<file path="src/rtl/fp16_mul_seq.sv">
// Sequenced binary16 multiplier: classify, normalize subnormals one bit per
// cycle, multiply significands, truncate, and hold the result under back-pressure.
module fp16_mul_seq (
  input  logic        clk,
  input  logic        rst,
  input  logic        in_valid,
  output logic        in_ready,
  input  logic [15:0] a,
  input  logic [15:0] b,
  output logic        out_valid,
  input  logic        out_ready,
  output logic [15:0] product,
  output logic        inf,
  output logic        zero,
  output logic        nan
);

  typedef enum logic [2:0] {IDLE, CHECK, NORM, MUL, DONE} state_t;

  state_t             state_q;
  logic [15:0]        a_q, b_q;
  logic               sign_q;
  logic [10:0]        sig_a_q, sig_b_q;
  logic signed [6:0]  e_a_q, e_b_q;
  logic [15:0]        product_q;
  logic               inf_q, zero_q, nan_q, out_valid_q;

  logic               sign_c;
  logic               a_nan, a_inf, a_zero, a_sub;
  logic               b_nan, b_inf, b_zero, b_sub;
  logic [10:0]        sig_a_init, sig_b_init;
  logic signed [6:0]  e_a_init, e_b_init;
  logic [10:0]        sig_a_d, sig_b_d;
  logic signed [6:0]  e_a_d, e_b_d;
  logic [21:0]        p;
  logic [9:0]         mant;
  logic signed [7:0]  e_sum, e_biased;
  logic               unused_bits;

  always_comb begin
    sign_c = a_q[15] ^ b_q[15];

    a_nan  = (&a_q[14:10]) && (|a_q[9:0]);
    a_inf  = (&a_q[14:10]) && !(|a_q[9:0]);
    a_zero = (a_q[14:10] == 5'd0) && (a_q[9:0] == 10'd0);
    a_sub  = (a_q[14:10] == 5'd0) && (a_q[9:0] != 10'd0);
    b_nan  = (&b_q[14:10]) && (|b_q[9:0]);
    b_inf  = (&b_q[14:10]) && !(|b_q[9:0]);
    b_zero = (b_q[14:10] == 5'd0) && (b_q[9:0] == 10'd0);
    b_sub  = (b_q[14:10] == 5'd0) && (b_q[9:0] != 10'd0);

    sig_a_init = {~a_sub, a_q[9:0]};
    sig_b_init = {~b_sub, b_q[9:0]};
    e_a_init   = a_sub ? -7'sd14 : ($signed({2'b00, a_q[14:10]}) - 7'sd15);
    e_b_init   = b_sub ? -7'sd14 : ($signed({2'b00, b_q[14:10]}) - 7'sd15);

    sig_a_d = sig_a_q[10] ? sig_a_q : {sig_a_q[9:0], 1'b0};
    sig_b_d = sig_b_q[10] ? sig_b_q : {sig_b_q[9:0], 1'b0};
    e_a_d   = sig_a_q[10] ? e_a_q : (e_a_q - 7'sd1);
    e_b_d   = sig_b_q[10] ? e_b_q : (e_b_q - 7'sd1);

    // Both significands are in [1,2), so the product is in [1,4): bit 21 or bit 20 leads.
    p        = {11'd0, sig_a_q} * {11'd0, sig_b_q};
    mant     = p[21] ? p[20:11] : p[19:10];
    e_sum    = {e_a_q[6], e_a_q} + {e_b_q[6], e_b_q} + {7'd0, p[21]};
    e_biased = e_sum + 8'sd15;

    unused_bits = ^{p[9:0], e_biased[7:5]};
  end

  always_ff @(posedge clk) begin
    if (rst) begin
      state_q     <= IDLE;
      a_q         <= '0;
      b_q         <= '0;
      sign_q      <= 1'b0;
      sig_a_q     <= '0;
      sig_b_q     <= '0;
      e_a_q       <= '0;
      e_b_q       <= '0;
      product_q   <= '0;
      inf_q       <= 1'b0;
      zero_q      <= 1'b0;
      nan_q       <= 1'b0;
      out_valid_q <= 1'b0;
    end else begin
      case (state_q)
        IDLE: begin
          if (in_valid) begin
            a_q     <= a;
            b_q     <= b;
            state_q <= CHECK;
          end
        end
        CHECK: begin
          sign_q <= sign_c;
          if (a_nan || b_nan || (a_inf && b_zero) || (a_zero && b_inf)) begin
            product_q   <= 16'h7E00;
            {inf_q, zero_q, nan_q} <= 3'b001;
            out_valid_q <= 1'b1;
            state_q     <= DONE;
          end else if (a_inf || b_inf) begin
            product_q   <= {sign_c, 5'h1F, 10'h0};
            {inf_q, zero_q, nan_q} <= 3'b100;
            out_valid_q <= 1'b1;
            state_q     <= DONE;
          end else if (a_zero || b_zero) begin
            product_q   <= {sign_c, 15'h0};
            {inf_q, zero_q, nan_q} <= 3'b010;
            out_valid_q <= 1'b1;
            state_q     <= DONE;
          end else begin
            sig_a_q <= sig_a_init;
            sig_b_q <= sig_b_init;
            e_a_q   <= e_a_init;
            e_b_q   <= e_b_init;
            state_q <= (sig_a_init[10] && sig_b_init[10]) ? MUL : NORM;
          end
        end
        NORM: begin
          sig_a_q <= sig_a_d;
          sig_b_q <= sig_b_d;
          e_a_q   <= e_a_d;
          e_b_q   <= e_b_d;
          if (sig_a_d[10] && sig_b_d[10]) state_q <= MUL;
        end
        MUL: begin
          if (e_sum > 8'sd15) begin
            product_q <= {sign_q, 5'h1F, 10'h0};
            {inf_q, zero_q, nan_q} <= 3'b100;
          end else if (e_sum < -8'sd14) begin
            product_q <= {sign_q, 15'h0};
            {inf_q, zero_q, nan_q} <= 3'b010;
          end else begin
            product_q <= {sign_q, e_biased[4:0], mant};
            {inf_q, zero_q, nan_q} <= 3'b000;
          end
          out_valid_q <= 1'b1;
          state_q     <= DONE;
        end
        DONE: begin
          if (out_ready) begin
            out_valid_q <= 1'b0;
            state_q     <= IDLE;
          end
        end
        default: state_q <= IDLE;
      endcase
    end
  end

  assign in_ready  = (state_q == IDLE) && !rst;
  assign out_valid = out_valid_q;
  assign product   = product_q;
  assign inf       = inf_q;
  assign zero      = zero_q;
  assign nan       = nan_q;

endmodule

</file>
<file path="config.mk">
export PLATFORM = sky130hd
export DESIGN_NAME = fp16_mul_seq
export DESIGN_NICKNAME = d
export VERILOG_FILES = /design/src/rtl/fp16_mul_seq.sv
export SDC_FILE = /design/constraint.sdc
export NUM_CORES = 1
export LEC_CHECK = 0
export BUFFER_PORTS_ARGS = -buffer_cell sky130_fd_sc_hd__buf_2
export CORE_ASPECT_RATIO = 0.7
export CORE_MARGIN = 8
export CORE_UTILIZATION = 55
export CTS_CLUSTER_SIZE = 20
export DETAILED_ROUTE_END_ITERATION = 7
export PLACE_DENSITY = 0.71
export SLEW_MARGIN = 20
export SYNTH_ARGS = -nofsm -noshare
export SYNTH_HDL_FRONTEND = slang
export SYNTH_SLANG_ARGS = --single-unit
</file>
<file path="constraint.sdc">
create_clock -name clk -period 10.7 [get_ports clk]
set_input_delay 1.07 -clock clk [delete_from_list [all_inputs] [get_ports clk]]
set_output_delay 1.07 -clock clk [all_outputs]
set_load 0.01 [all_outputs]
</file>
**After elaboration in Yosys (flattened, before gate mapping)**

Cells that the tools add are included.

- Register bits: 92
- Output and inout port bits: 21
- Word-level logic and storage cells: 138

- Add/sub/neg operators: 7
- $mul: 1
- Eq/ne operators: 13
- Bitwise operators: 3
- Reduce and logical (&&, ||, !) cells: 42
- $lt $le $gt $ge: 2
- Mux-type cells: 55

Operator list:

| operator | count |
|---|---|
| $mux 11 | 8 |
| $mux 7 | 10 |
| $mux 16 | 3 |
| $pmux 11 s2 | 2 |
| $pmux 16 s2 | 1 |
| $mux 15 | 2 |
| $pmux 7 s2 | 2 |
| $mul 11x11->22 | 1 |
| $logic_not 10->1 | 2 |
| $reduce_and 5->1 | 4 |
| $reduce_bool 10->1 | 2 |
| $reduce_or 10->1 | 2 |
| $mux 3 | 6 |
| $ne 2x2->1 const B | 8 |
| $mux 1 | 15 |
| $pmux 3 s5 | 1 |
| $sub 7x2->7 const B | 2 |
| $logic_and 1x1->1 | 13 |
| $sub 5x4->6 const B | 2 |
| $logic_not 5->1 | 2 |
| $mux 10 | 1 |
| $add 7x7->8 | 1 |
| $add 8x1->8 | 1 |
| $gt 8x5->1 const B | 1 |
| other kinds (18) | 31 |

**Longest topological paths before layout**

Gate-level depths: netlist of run 1.

- Word-level depth: 9
- Mapped depth: 32
- Gate-level depth less buffers: 30

**Least setup slack after synthesis of run 1**

OpenSTA, ideal clock, no wires.

- Path kind: register to register
- Start: register sig_b_q[10]
- End: register product_q[2], in the netlist product[2]
- Period minus slack after synthesis: 7.559 ns
- Slack: 3.141 ns
- Path buffers: 2
- Data required time: 10.638 ns
- Arrival time: 7.497 ns
- Stages on the path, launching flop included: 30
- Library setup time: 0.062 ns
- Path through: dfxtp_1 clkbuf_1 buf_1 nand2_1 fa_1 fa_1 inv_1 fa_1 fa_1 inv_1 fa_1 inv_1 ha_1 a21oi_1 nor3_1 o31ai_2 a31oi_1 o211a_1 nor3_4 inv_2 fa_1 inv_1 fa_1 nand2_1 clkinvlp_2 a2111o_1 mux2i_4 nand2_2 or3_1 nand3_1

- Word-level cells in the longest chain between the ends: 6
- Elaborated cells on any way between the ends: 8
- Those cells by class: 1 x add/sub; 1 x mul; 2 x order compare; 4 x mux

Ends and longest elaborated chain:

| element | line | text |
|---|---|---|
| start, declared | 23 | `logic [10:0] sig_a_q, sig_b_q;` |
| start signal, assigned | 114 | `sig_b_q <= sig_b_init;` |
| start signal, assigned | 122 | `sig_b_q <= sig_b_d;` |
| $mul 11x11->22 * | 63 | `p = {11'd0, sig_a_q} * {11'd0, sig_b_q};` |
| $add 8x1->8 | 65 | `e_sum = {e_a_q[6], e_a_q} + {e_b_q[6], e_b_q} + {7'd0, p[21]};` |
| $lt 8x5->1 | 131 | `end else if (e_sum < -8'sd14) begin` |
| $mux 15 | 131 |  |
| $mux 15 * | 128 | `if (e_sum > 8'sd15) begin` |
| $pmux 16 s2 * | 87 | `case (state_q)` |
| end signal, assigned | 129 | `product_q <= {sign_q, 5'h1F, 10'h0};` |
| end signal, assigned | 132 | `product_q <= {sign_q, 15'h0};` |
| end signal, assigned | 135 | `product_q <= {sign_q, e_biased[4:0], mant};` |
| end, declared | 25 | `logic [15:0] product_q;` |

Mark *: on every way between the ends. The rest lies on a longest branch, timed or not.
A chain may end at the register's enable or synchronous reset.

**Worst setup path in the final report of run 1**

- Start: register sig_b_q[10]
- End: register product_q[8], in the netlist product[8]

Same word-level chain as after synthesis.

==> reports/metrics.sh, run 1 <==
CTS-BUFFERS-INSERTED=9
PORT_BUFFERS=56
POSTROUTEWIRELENGTH_MM=21.5
CTS_RESIZED=0
LAYOUT.CORE_UTILIZATION_PCT=60.1
P_PER_CELL_AREA_nW_PER_UM2=221
HOLD_SLACK_NS=0.459
CTS.SINKS=92
FLOORPLAN.IO_PINS=57
SYNTHESIS.INSTANCES=1049
ROUTEDWLPERCELL_MICRONS=17.0
GRT_FIRST_PASS_WIRELENGTH_MM=36.6
SETUP_REPAIR_AFTER_GLOBAL_ROUTING_MISSED_ITS_MARGIN='no'
GLOBAL_ROUTE.OVERFLOW_TOTAL=0
NETLIST_AREA_SQ_UM=8550
NUMBER_OF_GLOBAL_ROUTE_VIAS_BEFORE_REPAIR=6939
DETAILED_PLACE_HPWL_MM=16.2
TIMING.CRITICAL_PATH.SLOWEST_STAGE_CELL='sky130_fd_sc_hd__dfxtp_1'
MAX_STAGE_DELAY_NS=0.85
SYNTH-SEQ-AREA-SHARE_PCT=21.5
GLOBAL_ROUTE.USAGE.TOTAL_PCT=22.7
DIE_WIDTH_MICRONS=165
VDD_DROP_MAX_V=0.000132
MAXIMUM_ACHIEVABLE_FREQUENCY_MHz=118
AVGSYNTHCELLAREA_SQ_UM=8.15
SYNTH_CELL_TYPE_COUNT=70
SYNTH.AREA.TOP_CELLS='sky130_fd_sc_hd__dfxtp_1 (22%), sky130_fd_sc_hd__fa_1 (19%), sky130_fd_sc_hd__ha_1 (11%), sky130_fd_sc_hd__nand2_1 (7.0%), sky130_fd_sc_hd__inv_1 (5.3%)'
INITIAL_CORE_UTIL_PCT=55.7
FINAL_REPLACE_WEIGHTED_CONGESTION=0.911
CRITICAL-PATH-TOP-CELL-BY-COUNT='sky130_fd_sc_hd__fa_1'
FINAL_NUMBER_OF_MAX_TRANSITION_VIOLATIONS=0
SETUP_VIOL=0
SYNTHDOMINANTCELLAREASHARE_PCT=21.5
CRITICAL_PATH.N_BUFFERS_INVERTERS=5
FINALNETCOUNT=1252
LEAKAGEPOWER_uW=0.00420
POSTSYNTHNETCOUNT=1239
SETUP.WORST_PATH.CLASS='register to register'
FRACTION_OF_FINAL_LAYOUT_CELLS_SIZED_BEYOND_DRIVE_STRENGTH_1_PCT=8.72
MAXIMUM_BUFFER_DEPTH_OF_THE_CLOCK_TREE=2
YOSYSWARNINGS=0
NUM_VIAS=7148
LARGEST_NET_DEGREE_AT_THE_START_OF_GLOBAL_ROUTING=86
DIE_H_MICRONS=120
SEQPWRFRAC_PCT=31.6
POWER.SHARE.SWITCHING_PCT=48.1
TIGHTESTPINTRANSITION_NS=0.932
REMAINING_DRC_ERRORS=0
CRIT_REQUIRED_NS=10.96
FLOORPLAN.CORE_AREA_SQ_UM=15400
SYNTH_TOP_AREA_CELL='sky130_fd_sc_hd__dfxtp_1'
YS_SEQ_ELEMENTS=92
DRT_ITER0_MARKERS=609
ANTENNA_VIOLATING_NETS_POST_ROUTE=0
FILLERS=1388
MAX-CAP-VIOLATIONS=0
ANTENNA_FOUND_INITIAL=0
DETAIL_ROUTE.FIRST_PASS.ITERATIONS=6
MAX_FANOUT_ON_CRITICAL_PATH=23
TIMING.CRITICAL_PATH.FROM_TYPE='register'
OUTCOME='completed'
ANTENNADIODECOUNT=0
CLOCK_SKEW_NS=0.00519
FINAL.PERIOD_UTILIZATION_PCT=79.0
FINALWORSTPATHREQUIREDPERIOD_NS=8.45
NET-SWITCHING-POWER_uW=981
TRITONCTS='built'
CRITICAL_PATH_ARRIVAL_NS=8.72
SYNTH-EDFF-COUNT=0
CRIT_FAMILY='adder cells'
MET2WIRELENGTH_MM=8.24
TOTALNEGATIVESETUPSLACK_NS=0
PLACEMENT_ROWS=38
CLOCK_TREE.HTREE_LEVEL_COUNT=3
LAYOUT-AREA-OVERHEAD-VS-SYNTH_PCT=7.90
MIN_DELAY_PATH_CLASS='register to register'
POWER.SHARE.COMBINATIONAL_PCT=49.9
CTS_SETUP_BUFFERS=0
SYNTH_FLOP_CELL='sky130_fd_sc_hd__dfxtp_1'
POWER.CLOCK.FRACTION_PCT=18.5
CP-END-KIND='register'
DIE-AREA_SQ_UM=19900
CLK_PIN_SLEW_WORST_PATHS_NS=0.07
POST_DRT_VIA_CELL_RATIO=5.64
WL_MET3_MM=1.63
HIGHEST-SIGNAL-LAYER='met4'
MET1WIRELENGTH_MM=11.4
CLK_LATENCY_NS=0.34
FINAL-HOLD-VIOLATION-COUNT=0
INTPOWER_uW=1060
CTS_HOLD_BUFFERS=0
WORST_SLEW_MARGIN_REL_PCT=37.9
SYNTH-ASYNC-RESET-RATIO_PCT=0
ROOT_BUFFER='sky130_fd_sc_hd__clkbuf_16'
[cell usage in the layout, fill, tap and decap left out, drive strengths merged, types with 4 or more instances in the layout]
master    n
o21ai    36
xnor2    15
or3       5
o31ai     4
nor3b    21
inv     125
and2     72
clkbuf   10
a21oi    78
fa       81
ha       73
nor2     66
nor3     11
a211oi   33
nand2   161
nand2b   10
and3      4
xor2     10
dfxtp    92
a21o      4
a22oi     6
buf      58
o22ai     8
o211ai    8
nand3    22
nand4     4
nor4      6
[synth_stat cells (3+ instances only)]
cell type / count
sky130_fd_sc_hd__o211ai_2: 3
sky130_fd_sc_hd__nand4_1: 4
sky130_fd_sc_hd__ha_1: 73
sky130_fd_sc_hd__xor2_1: 10
sky130_fd_sc_hd__o21ai_1: 18
sky130_fd_sc_hd__and3_1: 4
sky130_fd_sc_hd__buf_2: 4
sky130_fd_sc_hd__nor3_1: 10
sky130_fd_sc_hd__and2_1: 71
sky130_fd_sc_hd__a211oi_1: 33
sky130_fd_sc_hd__a21o_1: 4
sky130_fd_sc_hd__inv_1: 121
sky130_fd_sc_hd__xnor2_1: 15
sky130_fd_sc_hd__nor3b_1: 20
sky130_fd_sc_hd__o21a_1: 3
sky130_fd_sc_hd__clkbuf_1: 45
sky130_fd_sc_hd__o31ai_1: 3
sky130_fd_sc_hd__dfxtp_1: 92
sky130_fd_sc_hd__nand2_1: 159
sky130_fd_sc_hd__a21oi_1: 77
sky130_fd_sc_hd__or3_1: 5
sky130_fd_sc_hd__o22ai_1: 7
sky130_fd_sc_hd__nor4_1: 6
sky130_fd_sc_hd__fa_1: 81
sky130_fd_sc_hd__nor2_1: 66
sky130_fd_sc_hd__nand3_1: 22
sky130_fd_sc_hd__o211ai_1: 5
sky130_fd_sc_hd__o21ai_0: 18
sky130_fd_sc_hd__nand2b_1: 10
sky130_fd_sc_hd__a22oi_1: 6
sky130_fd_sc_hd__a31oi_1: 3
[per-stage QoR]
step / power, uW / worst slack [ns] / instance area [sq um] / cells
3_3_place_gp: 1640 / 2.50 / 8860 / 1251
6_report: 2040 / 2.25 / 9230 / 1267
2_1_floorplan: 1350 / 3.14 / 8550 / 1049
5_1_grt: 2220 / 1.66 / 9230 / 1267
4_1_cts: 2030 / 2.30 / 9210 / 1267
3_5_place_dp: 1640 / 2.34 / 8860 / 1251
[power groups by stage]
stage	combinational [uW]	clock (uW)	sequential (uW)
after floorplan	854	0	498
final	1020	377	645
after CTS	1010	380	639
after global routing	1160	394	663
after detailed placement	997	0	645
after global placement	991	0	645
[layer usage]
layer  GRT usage, %  vias to the layer above
met1           37.1                     3388
met2           30.0                      244
met4           4.55                        0
li1               -                     3494
met5              0                        -
met3           3.84                       22
[kinds of logic after synthesis]
group | synth area share (%)
muxes | 0.380
buffers and inverters | 8.21
DFF | 21.5
adders and majority gates | 29.6
and+or+nand+nor | 22.8
xor gates and xnor gates | 2.56
AOI/OAI and AO/OA | 14.9
[layout make-up]
cell class / count / area, sq um / share of cell area (%)
Clock buffer: 10 / 229 / 2.48
Clock inverter: 6 / 119 / 1.29
Inverter: 123 / 463 / 5.02
Multi-Input combinational cell: 778 / 6030 / 65.3
Sequential cell: 92 / 1840 / 20.0
Tap cell: 200 / 250 / 2.71
Timing Repair Buffer: 58 / 295 / 3.20
[sequential cells by signal, indices dropped and copies added (netlist names)]
register / cells
a_q: 16
b_q: 16
e_a_q: 7
e_b_q: 7
inf: 1
nan: 1
out_valid: 1
product: 16
sig_a_q: 11
sig_b_q: 11
sign_q: 1
state_q: 3
zero: 1
[worst register-to-register path: cells and delay by family (launching register included)]
family	cells	cell delay [ns]
adders and majority gates	8	3.63
AOI/OAI and AO/OA	7	1.73
and+or+nand+nor	6	1.38
DFF	1	0.85
buffers and inverters	5	0.44
muxes	1	0.18
xor gates and xnor gates	1	0.17
[path summary, 6_finish.rpt]
kind                     from    endpoint  slack, ns  depth (start not counted)
setup reg to reg  sig_b_q[10]  product[8]       2.25                         28
hold / removal            nan         nan       0.46                          2
setup / recovery  sig_b_q[10]  product[8]       2.25                         28
hold reg to reg           nan         nan       0.46                          2
No activity file was read; power rests on OpenSTA's default activity.
==> run 2: changes to the inputs <==
clock period = 8.85 ns   (was 10.7 ns; I/O delays follow)
==> reports/metrics.sh, run 2 (synthesized netlist as in run 1, its figures left out) <==
LAYOUT.CORE_UTILIZATION_PCT=60.1  # about the same
FINAL.PERIOD_UTILIZATION_PCT=89.8  # +11 points
TIMING.CRITICAL_PATH.FROM_TYPE='register'
HOLD_SLACK_NS=0.456  # -0.00346 ns
TIGHTESTPINTRANSITION_NS=0.939  # +0.00711 ns
CTS.SINKS=92  # unchanged
CP-STARTPOINT='sig_b_q[9]'
FRACTION_OF_FINAL_LAYOUT_CELLS_SIZED_BEYOND_DRIVE_STRENGTH_1_PCT=9.32  # +0.60 points
INITIAL_CORE_UTIL_PCT=55.7  # unchanged
FINALWORSTPATHREQUIREDPERIOD_NS=7.95  # -0.503 ns
SETUP.WORST_PATH.CLASS='register to register'
CRITICAL_PATH_ARRIVAL_NS=8.21  # -0.51 ns
CTS_RESIZED=0  # unchanged
REGTOREGSTARTPOINT='sig_b_q[9]'
CRITICAL-PATH-TOP-CELL-BY-COUNT='sky130_fd_sc_hd__fa_1'
GRT.MET3_USAGE_PCT=5.26  # +1.4 points
FINAL_REPLACE_WEIGHTED_CONGESTION=0.874  # -4.0%
POST_DRT_VIA_CELL_RATIO=5.57  # -1.3%
NUM_VIAS=7091  # -0.80%
ROOT_BUFFER='sky130_fd_sc_hd__clkbuf_16'
FILLERS=1383  # -0.36%
FINAL-HOLD-VIOLATION-COUNT=0  # unchanged
CRITICAL_PATH.N_BUFFERS_INVERTERS=6  # +1
MAX_STAGE_DELAY_NS=0.64  # -0.21 ns
VDD_DROP_MAX_V=0.000140  # +5.9%
LAYOUT-AREA-OVERHEAD-VS-SYNTH_PCT=7.93  # about the same
CRIT_FAMILY='adder cells'
STARTPOINT_OF_THE_WORST_HOLD_PATH='product[3]'
LAYOUT_COMMONEST_CELL='sky130_fd_sc_hd__nand2_1'
FLOORPLAN.CORE_AREA_SQ_UM=15400  # unchanged
GRT_FIRST_PASS_WIRELENGTH_MM=35.4  # -3.2%
MAX-CAP-VIOLATIONS=0  # unchanged
ANTENNA_VIOLATING_NETS_POST_ROUTE=0  # unchanged
CRIT_REQUIRED_NS=9.11  # -1.85 ns
NUMBER_OF_GLOBAL_ROUTE_VIAS_BEFORE_REPAIR=6704  # -3.4%
DIE-AREA_SQ_UM=19900  # unchanged
GLOBALROUTE.BUSIESTLAYER='met1'
SETUP_VIOL=0  # unchanged
DETAILED_PLACE_HPWL_MM=16.3  # +0.95%
GRT.MET2_USAGE_PCT=27.9  # -2.1 points
DETAIL_ROUTE.FIRST_PASS.ITERATIONS=5  # -1
TRITONCTS='built'
REG2REGPATHDEPTH=29  # +3.6%
MAXIMUM_ACHIEVABLE_FREQUENCY_MHz=126  # +6.3%
ANTENNADIODECOUNT=0  # unchanged
P_PER_CELL_AREA_nW_PER_UM2=263  # +19%
TIMING.CRITICAL_PATH.SLOWEST_STAGE_CELL='sky130_fd_sc_hd__dfxtp_1'
CLK_PIN_SLEW_WORST_PATHS_NS=0.07  # about the same
LEAKAGEPOWER_uW=0.00421  # +0.21%
DRT_ITER0_MARKERS=606  # -0.49%
CTS-BUFFERS-INSERTED=9  # unchanged
PLACEMENT_ROWS=38  # unchanged
ROUTEDWLPERCELL_MICRONS=16.8  # -1.2%
ANTENNA_FOUND_INITIAL=0  # unchanged
REMAINING_DRC_ERRORS=0  # unchanged
CLOCK_TREE.HTREE_LEVEL_COUNT=3  # unchanged
SETUP_REPAIR_AFTER_GLOBAL_ROUTING_MISSED_ITS_MARGIN='no'
LARGEST_NET_DEGREE_AT_THE_START_OF_GLOBAL_ROUTING=86  # unchanged
FINAL_NUMBER_OF_MAX_TRANSITION_VIOLATIONS=0  # unchanged
TOTALNEGATIVESETUPSLACK_NS=0  # unchanged
CTS_SETUP_BUFFERS=0  # unchanged
WORST_SLEW_MARGIN_REL_PCT=37.4  # -0.47 points
CRITICAL_PATH_CELL_COUNT=29  # +3.6%
GLOBAL_ROUTE.USAGE.MET1_PCT=36.2  # -0.84 points
SEQUENTIAL_CELL_AREA_SQ_UM=1840  # unchanged
CTS_HOLD_BUFFERS=0  # unchanged
MIN_DELAY_PATH_CLASS='register to register'
PORT_BUFFERS=56  # unchanged
POSTROUTEWIRELENGTH_MM=21.4  # -0.70%
MULTI_INPUT_COMB_AREA_SQ_UM=6020  # -0.19%
FINALNETCOUNT=1258  # +0.48%
GLOBAL_ROUTE.OVERFLOW_TOTAL=0  # unchanged
MAXIMUM_BUFFER_DEPTH_OF_THE_CLOCK_TREE=2  # unchanged
CP-END-KIND='register'
FLOORPLAN.IO_PINS=57  # unchanged
OUTCOME='completed'
GLOBAL_ROUTE.USAGE.TOTAL_PCT=22.0  # -0.71 points
CLK_LATENCY_NS=0.34  # about the same
DIE_WIDTH_MICRONS=165  # unchanged
MOSTFREQUENTLAYOUTCELLS='sky130_fd_sc_hd__nand2_1 (158), sky130_fd_sc_hd__inv_1 (121), sky130_fd_sc_hd__dfxtp_1 (92)'
MAX_FANOUT_ON_CRITICAL_PATH=15  # -35%
CLOCK_SKEW_NS=0.0103  # +0.00509 ns
DIE_H_MICRONS=120  # unchanged
HOLD_PATH_DEPTH=2  # unchanged
[run 2: cell types whose count changed in the layout (fill, tap and decap cells not counted), sizes merged]
cell	delta
clkinv	+2
clkinvlp	+1
buf	+6
clkbuf	-1
bufinv	-2
[run 2: final timing paths]
kind	endpoint	slack [ns]
setup / recovery	product[7]	0.90
hold / removal	product[3]	0.46
hold reg to reg	product[3]	0.46
setup reg to reg	product[7]	0.90
[run 2: layout make-up]
cell class / instances / share of cell area (%)
multi-input cells: 778 / 65.2
clock inverters: 7 / 0.990
repair buffers: 64 / 3.69
flip-flops and latches: 92 / 20.0
clock buffers: 9 / 2.44
inverters: 123 / 5.02
well taps: 200 / 2.71
[run 2: metrics by stage]
step	instances	area [sq um]	setup slack, ns	total power (uW)
floorplan	1049	8550	1.29	1640
global placement	1257	8910	1.09	1990
detailed placement	1257	8910	1.01	1980
CTS	1273	9230	0.965	2410
global route	1273	9230	0.388	2620
finish	1273	9230	0.899	2420
[run 2: worst reg2reg max path: cells and delay by family, from the launching register on]
family          cells  cell delay, ns
mux                 1            0.18
buf+inv             6            0.58
flops               1            0.64
simple gates        7            1.25
fa+ha+maj           8            3.56
compound gates      7            1.67
[run 2: per-layer routing]
| layer | part of all wire (%) | routed length (microns) |
|---|---|---|
| met1 | 53 | 11300 |
| met2 | 38 | 8070 |
| met3 | 8.3 | 1780 |
| met4 | 0.92 | 197 |
| met5 | 0 | 0 |
[run 2: where the power goes]
part / switching [uW] / internal, uW
logic: 775 / 490
registers: 230 / 518
clock network: 184 / 226
==> run 3: changes to the inputs <==
BUFFER_PORTS_ARGS = -buffer_cell sky130_fd_sc_hd__buf_4   (was -buffer_cell sky130_fd_sc_hd__buf_2)
==> reports/metrics.sh, run 3 (synthesized netlist as in run 1, its figures left out) <==
OUTCOME='completed'
TIMING.CRITICAL_PATH.FROM_TYPE='register'
MAX_FANOUT_ON_CRITICAL_PATH=15  # unchanged
ANTENNA_VIOLATING_NETS_POST_ROUTE=0  # unchanged
INITIAL_CORE_UTIL_PCT=55.7  # unchanged
CP-END-KIND='register'
LAYOUT_COMMONEST_CELL='sky130_fd_sc_hd__nand2_1'
GLOBAL_ROUTE.USAGE.TOTAL_PCT=22.8  # +0.76 points
WORST_SLEW_MARGIN_REL_PCT=37.4  # about the same
REMAINING_DRC_ERRORS=0  # unchanged
TIMING.CRITICAL_PATH.SLOWEST_STAGE_CELL='sky130_fd_sc_hd__dfxtp_1'
RR_ENDPOINT='product[8]'
CTS-BUFFERS-INSERTED=9  # unchanged
DRT_ITER0_MARKERS=634  # +4.6%
FRACTION_OF_FINAL_LAYOUT_CELLS_SIZED_BEYOND_DRIVE_STRENGTH_1_PCT=9.32  # unchanged
LAYOUT-AREA-OVERHEAD-VS-SYNTH_PCT=9.31
PORT_BUFFERS=56  # unchanged
FINAL_REPLACE_WEIGHTED_CONGESTION=0.856  # -2.2%
FLOORPLAN.IO_PINS=57  # unchanged
PLACEMENT_ROWS=38  # unchanged
CTS.SINKS=92  # unchanged
FINAL_AREA_SQ_UM=9350  # +1.3%
SETUP_REPAIR_AFTER_GLOBAL_ROUTING_MISSED_ITS_MARGIN='no'
NUMBER_OF_GLOBAL_ROUTE_VIAS_BEFORE_REPAIR=6912  # +3.1%
VDD_DROP_MAX_V=0.000167  # +19%
ANTENNADIODECOUNT=0  # unchanged
FINAL-HOLD-VIOLATION-COUNT=0  # unchanged
DIE_H_MICRONS=120  # unchanged
MULTI_INPUT_COMB_AREA_SQ_UM=6020  # unchanged
DIE_WIDTH_MICRONS=165  # unchanged
CLK_LATENCY_NS=0.35  # about the same
REG2REGPATHDEPTH=29  # unchanged
ROUTEDWLPERCELL_MICRONS=17.1  # +1.8%
GRT_FIRST_PASS_WIRELENGTH_MM=36.6  # +3.5%
NUM_VIAS=7189  # +1.4%
POST_DP_CELL_AREA_SQ_UM=9050  # +1.6%
DETAIL_ROUTE.FIRST_PASS.ITERATIONS=5  # unchanged
MAXIMUM_ACHIEVABLE_FREQUENCY_MHz=124  # -1.2%
TIGHTESTPINTRANSITION_NS=0.939  # -0.0000277 ns
CLOCK_SKEW_NS=0.0132  # +0.00292 ns
CRITICAL_PATH_ARRIVAL_NS=8.31  # +0.10 ns
MIN_DELAY_PATH_CLASS='register to register'
FINALWORSTSETUPSLACK_NS=0.799  # -0.0993 ns
CLK_PIN_SLEW_WORST_PATHS_NS=0.08  # about the same
CRIT_REQUIRED_NS=9.11  # about the same
FLOORPLAN.CORE_AREA_SQ_UM=15400  # unchanged
SEQUENTIAL_CELL_AREA_SQ_UM=1840  # unchanged
MAX_STAGE_DELAY_NS=0.66  # +0.02 ns
TRITONCTS='built'
MOSTFREQUENTLAYOUTCELLS='sky130_fd_sc_hd__nand2_1 (158), sky130_fd_sc_hd__inv_1 (121), sky130_fd_sc_hd__dfxtp_1 (92)'
SETUP.WORST_PATH.CLASS='register to register'
FINALNETCOUNT=1258  # unchanged
LEAKAGEPOWER_uW=0.00423  # +0.42%
CTS_HOLD_BUFFERS=0  # unchanged
ROOT_BUFFER='sky130_fd_sc_hd__clkbuf_16'
FILLERS=1374  # -0.65%
MAXIMUM_BUFFER_DEPTH_OF_THE_CLOCK_TREE=2  # unchanged
POST_DRT_VIA_CELL_RATIO=5.65  # +1.4%
TOTALNEGATIVESETUPSLACK_NS=0  # unchanged
SETUP_VIOL=0  # unchanged
FINAL.PERIOD_UTILIZATION_PCT=91.0  # +1.1 points
P_PER_CELL_AREA_nW_PER_UM2=258  # -1.6%
DETAILEDPLACE.WORSTSLACK_NS=0.981  # -0.0244 ns
DP_CELLS=1257  # unchanged
SETUP.REG_TO_REG.WORST_SLACK_NS=0.80  # -0.10 ns
CTS_SETUP_BUFFERS=0  # unchanged
LAYOUT.CORE_UTILIZATION_PCT=60.9  # +0.77 points
ANTENNA_FOUND_INITIAL=0  # unchanged
FINAL_NUMBER_OF_MAX_TRANSITION_VIOLATIONS=0  # unchanged
POSTROUTEWIRELENGTH_MM=21.7  # +1.8%
FINALWORSTPATHREQUIREDPERIOD_NS=8.05  # +0.0993 ns
CP-STARTPOINT='sig_b_q[7]'
DETAILED_PLACE_HPWL_MM=16.6  # +1.6%
LARGEST_NET_DEGREE_AT_THE_START_OF_GLOBAL_ROUTING=86  # unchanged
CLOCK_TREE.HTREE_LEVEL_COUNT=3  # unchanged
MAX-CAP-VIOLATIONS=0  # unchanged
REGTOREGSTARTPOINT='sig_b_q[7]'
FINAL_CELLS=1273  # unchanged
GLOBAL_ROUTE.OVERFLOW_TOTAL=0  # unchanged
CTS_RESIZED=0  # unchanged
TIMING.CRITICAL_PATH.TO='product[8]'
DIE-AREA_SQ_UM=19900  # unchanged
CRITICAL-PATH-TOP-CELL-BY-COUNT='sky130_fd_sc_hd__fa_1'
## run 3: cell types whose count changed in the layout (fill, tap and decap cells not counted), sizes merged
cell	delta
bufinv	-1
clkbuf	+1
clkinv	-1
clkinvlp	+1
## run 3: through the flow
step,hold slack (ns),power [uW]
after floorplan,0.449,1640
after global placement,0.446,2000
after detailed placement,0.446,2010
after CTS,0.464,2410
after global routing,0.495,2630
final,0.471,2420
## run 3: area by class of cell
class | instances | area share (%)
Multi-Input combinational cell | 778 | 64.4
Sequential cell | 92 | 19.7
Tap cell | 200 | 2.68
Timing Repair Buffer | 64 | 5.14
Inverter | 123 | 4.95
Clock inverter | 6 | 0.589
Clock buffer | 10 | 2.56
## run 3: layer usage
metal	track usage, %	up-vias	share of wire, %
li1	-	3503	-
met1	36.8	3416	52
met2	29.8	258	39
met3	5.40	12	8.3
met4	3.42	0	0.74
met5	0	-	0
## run 3: how the worst min path moves through the flow
stage | from | to | cells after the start
detailed placement | product[3] | product[3] | 2
finish | product[3] | product[3] | 2
global placement | product[3] | product[3] | 2
CTS | product[3] | product[3] | 2
floorplan | b_q[15] | b_q[15] | 2
global route | b_q[1] | b_q[1] | 2
## run 3: report_power, final
group	switching [uW]	internal, uW
logic	770	504
clock network	186	204
registers	235	518
total	1190	1230
## run 3: worst max-delay path: cells and delay by family, from the launching register on
family	cells	cell delay, ns
adders and majority gates	8	3.54
AOI/OAI and AO/OA	7	1.67
and+or+nand+nor	7	1.31
DFF	1	0.66
buffers and inverters	6	0.59
muxes	1	0.17
